### src/rtl/iter_divider.sv
// iter_divider: multi-cycle RV32M DIV/DIVU/REM/REMU unit.
// Restoring radix-2 division, one quotient bit per cycle, valid/ready result handshake.
module iter_divider #(
  parameter int WIDTH = 32
) (
  input  logic             clk,
  input  logic             rst_n,
  input  logic             start,
  output logic             ready,
  input  logic [1:0]       md_op,
  input  logic [WIDTH-1:0] src_a,
  input  logic [WIDTH-1:0] src_b,
  input  logic             flush,
  output logic             result_valid,
  input  logic             result_ready,
  output logic [WIDTH-1:0] result,
  output logic             busy
);
  localparam int CW = $clog2(WIDTH);
  typedef enum logic [1:0] {IDLE, BUSY, FIX, DONE} state_t;
  state_t state, next;
  logic [1:0] op;
  logic neg_q, neg_r;
  logic [WIDTH-1:0] quo, dvs, res, a_mag, b_mag, q_fix, r_fix;
  logic [WIDTH:0] rem, rem_sh;
  logic [CW-1:0] cnt;
  logic sgn, a_neg, b_neg, div0, ovf, accept, last, ge;
  assign sgn = ~md_op[0];
  assign a_neg = sgn & src_a[WIDTH-1];
  assign b_neg = sgn & src_b[WIDTH-1];
  assign a_mag = a_neg ? -src_a : src_a;
  assign b_mag = b_neg ? -src_b : src_b;
  assign div0 = src_b == '0;
  assign ovf = sgn && src_a == {1'b1, {(WIDTH-1){1'b0}}} && src_b == '1;
  assign accept = start & ready & ~flush;
  assign last = cnt == CW'(WIDTH - 1);
  // the extra remainder bit keeps the shifted value from wrapping before the compare
  assign rem_sh = (rem << 1) | (WIDTH+1)'(quo[WIDTH-1]);
  assign ge = rem_sh >= {1'b0, dvs};
  assign q_fix = neg_q ? -quo : quo;
  assign r_fix = neg_r ? -rem[WIDTH-1:0] : rem[WIDTH-1:0];
  assign result = res;
  always_ff @(posedge clk or negedge rst_n)
    if (!rst_n) state <= IDLE;
    else state <= next;
  always_comb begin
    next = state;
    ready = state == IDLE;
    busy = state == BUSY || state == FIX;
    result_valid = state == DONE;
    case (state)
      IDLE: next = accept ? (div0 || ovf ? DONE : BUSY) : IDLE;
      BUSY: next = flush ? IDLE : (last ? FIX : BUSY);
      FIX:  next = flush ? IDLE : DONE;
      DONE: next = flush || result_ready ? IDLE : DONE;
      default: next = IDLE;
    endcase
  end
  always_ff @(posedge clk or negedge rst_n)
    if (!rst_n) begin
      op <= '0;
      neg_q <= 1'b0;
      neg_r <= 1'b0;
      quo <= '0;
      dvs <= '0;
      rem <= '0;
      cnt <= '0;
      res <= '0;
    end else if (accept) begin
      op <= md_op;
      neg_q <= a_neg ^ b_neg;
      neg_r <= a_neg;
      quo <= a_mag;
      dvs <= b_mag;
      rem <= '0;
      cnt <= '0;
      if (div0) res <= md_op[1] ? src_a : '1;
      else if (ovf) res <= md_op[1] ? '0 : src_a;
    end else if (state == BUSY) begin
      rem <= ge ? rem_sh - {1'b0, dvs} : rem_sh;
      quo <= {quo[WIDTH-2:0], ge};
      cnt <= cnt + CW'(1);
    end else if (state == FIX) begin
      res <= op[1] ? r_fix : q_fix;
    end
endmodule

### config.mk
export PLATFORM = sky130hd
export DESIGN_NAME = iter_divider
export DESIGN_NICKNAME = d
export VERILOG_FILES = /design/src/rtl/iter_divider.sv
export SDC_FILE = /design/constraint.sdc
export NUM_CORES = 1
export LEC_CHECK = 0
export ABC_AREA = 1
export BUFFER_PORTS_ARGS = -buffer_cell sky130_fd_sc_hd__buf_2
export CAP_MARGIN = 25
export CORE_MARGIN = 2
export CORE_UTILIZATION = 38
export CTS_CLUSTER_DIAMETER = 200
export DETAILED_ROUTE_END_ITERATION = 10
export PLACE_DENSITY = 0.65
export SLEW_MARGIN = 10
export SYNTH_ARGS = -nofsm -noshare
export SYNTH_HDL_FRONTEND = slang
export SYNTH_SLANG_ARGS = --single-unit
### constraint.sdc
create_clock -name clk -period 2.5 [get_ports clk]
set_input_delay 0.375 -clock clk [delete_from_list [all_inputs] [get_ports clk]]
set_output_delay 0.375 -clock clk [all_outputs]
set_load 0.02 [all_outputs]
==> results_dict.tcl <==
set metrics [dict create \
    htreeDepth 4 \
    finish.utilization_pct 45.0 \
    placedCellCount 2609 \
    die_h_um 187 \
    worst_slack_ns 0.102 \
    synth_top_area_cell "dfrtp_1" \
    crit_arrival_ns 2.72 \
    cts_tree "done" \
    dieArea_um2 34900 \
    fp.coreArea_um2 32700 \
    rsz0062_at_grt "true" \
    synth_area_leaders "dfrtp_1 27%, nand2_1 18%, nand3_1 9.7%, inv_1 6.7%, nor2_1 6.4%" \
    yosysWarnings 0 \
    p_leak_nw 7.41 \
    synth_async_sr_flop_share_pct 100 \
    grt_pass1_vias 13600 \
    crit_start "dvs[26]$_DFFE_PN0P_" \
    synth_edf_count 0 \
    slew_headroom_pct 50.4 \
    r2r-start "dvs[26]$_DFFE_PN0P_" \
    cp_max_fo 27 \
    ir_worst_vdd_v 0.000567 \
    synth_seq_cells 138 \
    total_power_mw 15.5 \
    mostFrequentLayoutCells "596 x nand2_1, 245 x nand3_1, 226 x inv_1, 213 x nor2_1, 159 x o21ai_0" \
    syn_nets 2182 \
    clock.fmax_mhz 417 \
    grtUsageTotal_pct 26.7 \
    antenna_cells 0 \
    slew_violations 0 \
    grt_first_pass_wirelength_mm 74.4 \
    register_area_um2 3450 \
    critPathMaxStageDelay_ns 0.39 \
    post-place-ws_ns 0.0597 \
    syn_area_per_cell_um2 6.14 \
    setup_viol 0 \
    area_delta_synth_final_pct 16.1 \
    grt_overflow 0 \
    post-cts-setup-buffers 0 \
    tightest_slew_ns 0.740 \
    hold_path_class "in2reg" \
    worstSetupEndpointType "flip-flop" \
    cts-root-buf "clkbuf_16" \
    fin_crit_sh_pct 95.9 \
    syn_area_um2 12700 \
    cts_buffers 17 \
    numPortBuffers 105 \
    worstSetupStartpointType "flip-flop" \
    ant_nets 0 \
    worstSetupPathType "reg2reg" \
    die_x_um 187 \
    cpMaxStageDelayCell "ha_1" \
    yosysUniqueCellTypes 49 \
    min_from "src_b[25]" \
    gp_congestion 0.969 \
    final.setup_skew_ns 0.0135 \
    cp_data_required_time_ns 2.82 \
    first_pass_iters 6 \
    antenna_found_initial 0 \
    clock_path_buffers 2 \
    hold_viol 0 \
    drcViolationCount 0 \
    fillCellCount 3508 \
    wire_per_inst_um 17.6 \
    yosysSeqAreaShare_pct 27.2 \
    mostFrequentLayoutCell "nand2_1" \
    multi_input_area_um2 8100 \
    finalSetupTns_ns 0 \
    io_pins 106 \
    clk_latency_ns 0.45 \
    start_util_pct 38.8 \
    clock-sinks 138 \
    drive_above_1_share_pct 12.4 \
    clk_pin_slew_ns 0.06 \
    wirelength_mm 46.6 \
    dpl.hpwl_mm 36.4 \
    post-synth-top-area-fraction_pct 27.2 \
    nNetsFinal 2302 \
    grt_max_degree 119 \
    powerDensity_nw_per_um2 1050 \
    cp_cell_sequence "inv_1 -> ha_1 -> a21oi_1 -> o21ai_0 -> a21oi_1 -> nand2_1 -> nor2_4 -> buf_6 -> nand3_1 -> nand3_1 -> o21ai_0" \
    rows 66 \
    period_needed_ns 2.40 \
    synthCells 2067 \
    vias 14400 \
    status "finished, final reports clean" \
    synth_ff_type "dfrtp_1" \
    stdcell_count 2641 \
    drt_iter0_markers 1745 \
    maxCapViolCount 0 \
    routed_via_density 5.46 \
]
-- worst paths after layout --
path                       slack [ns]  cells past startpoint                      to
min in group asynchronous        0.49                      2     dvs[14]$_DFFE_PN0P_
hold / removal                   0.24                      4     dvs[25]$_DFFE_PN0P_
max in group asynchronous        1.20                      3  result[11]$_DFFE_PN0P_
hold reg to reg                  0.48                      2  result[14]$_DFFE_PN0P_
setup reg to reg                 0.10                     11      rem[7]$_DFFE_PN0P_
setup / recovery                 0.10                     11      rem[7]$_DFFE_PN0P_
-- cell usage after synthesis, types with 3 or more instances --
master and instances:
a21oi_1 104, a21oi_2 8, buf_1 13, buf_2 14, buf_4 3, buf_6 5, clkbuf_1 40, dfrtp_1 138
ha_1 43, inv_1 228, inv_2 6, maj3_1 6, nand2_1 597, nand2_2 4, nand3_1 246, nand3_2 6
nand3b_1 4, nand4_1 30, nor2_1 218, nor2_2 8, nor2_4 4, nor3_1 27, nor3_2 3, nor4_1 5
o211ai_1 9, o21a_1 4, o21ai_0 160, o21ai_1 26, o21bai_1 4, o221ai_1 20, o22ai_1 11, or2_2 3
xnor2_1 21, xor2_1 31
-- final cells by class --
class,instances,share of cell area [%]
clock buffer,20,3.10
clock inverter,11,0.832
inverter,235,5.99
multi-input combinational,1619,55.0
sequential,138,23.4
tap,442,3.75
timing repair buffer,176,7.92
-- cell families after synthesis --
family / count (synthesis) / share of synthesized area [%]
DFF: 138 / 27.2
adders and majority gates: 50 / 4.87
AOI/OAI and AO/OA: 355 / 15.5
buffers and inverters: 310 / 9.69
and+or+nand+nor: 1162 / 39.2
xor gates and xnor gates: 52 / 3.59
-- power breakdown --
part | switching (mW) | total [mW] | internal [mW] | leakage, nW
Combinational | 6.16 | 9.40 | 3.25 | 5.38
Sequential | 0.600 | 3.47 | 2.87 | 1.75
Clock | 1.11 | 2.62 | 1.51 | 0.274
-- critical path, delay by kind of cell, from the launching register on --
kind,cells,cell delay (ns)
compound gates,4,0.77
buf+inv,2,0.30
fa+ha+maj,1,0.39
flops,1,0.32
simple gates,4,0.47
-- state kept, by name (all words and copies together), names as in the netlist --
register,flops
dvs,32
quo,32
rem,32
result,32
cnt,5
state,2
neg_q,1
neg_r,1
op,1
-- metal layers --
| layer | wire, um | global-route usage [%] | share of wire, % |
|---|---|---|---|
| met1 | 21900 | 37.8 | 47 |
| met3 | 2640 | 2.95 | 5.7 |
| met4 | 1240 | 8.82 | 2.7 |
| met2 | 20800 | 42.2 | 45 |
| met5 | 0 | 0 | 0 |
-- what timing repair did --
| action | 4_1_cts | 5_1_grt |
|---|---|---|
| hold endpoints to repair | 51 | 0 |
| resized for setup | 0 | 22 |
| endpoints found under the setup margin | 0 | 35 |
| hold buffers | 1 | 0 |
-- metrics by stage --
step,hold slack [ns],instance area (um^2)
global placement,0.387,14100
global route,0.257,14700
CTS,0.228,14600
floorplan,0.0794,12700
finish,0.241,14700
detailed placement,0.395,14100
(Power assumes the default switching activity.)
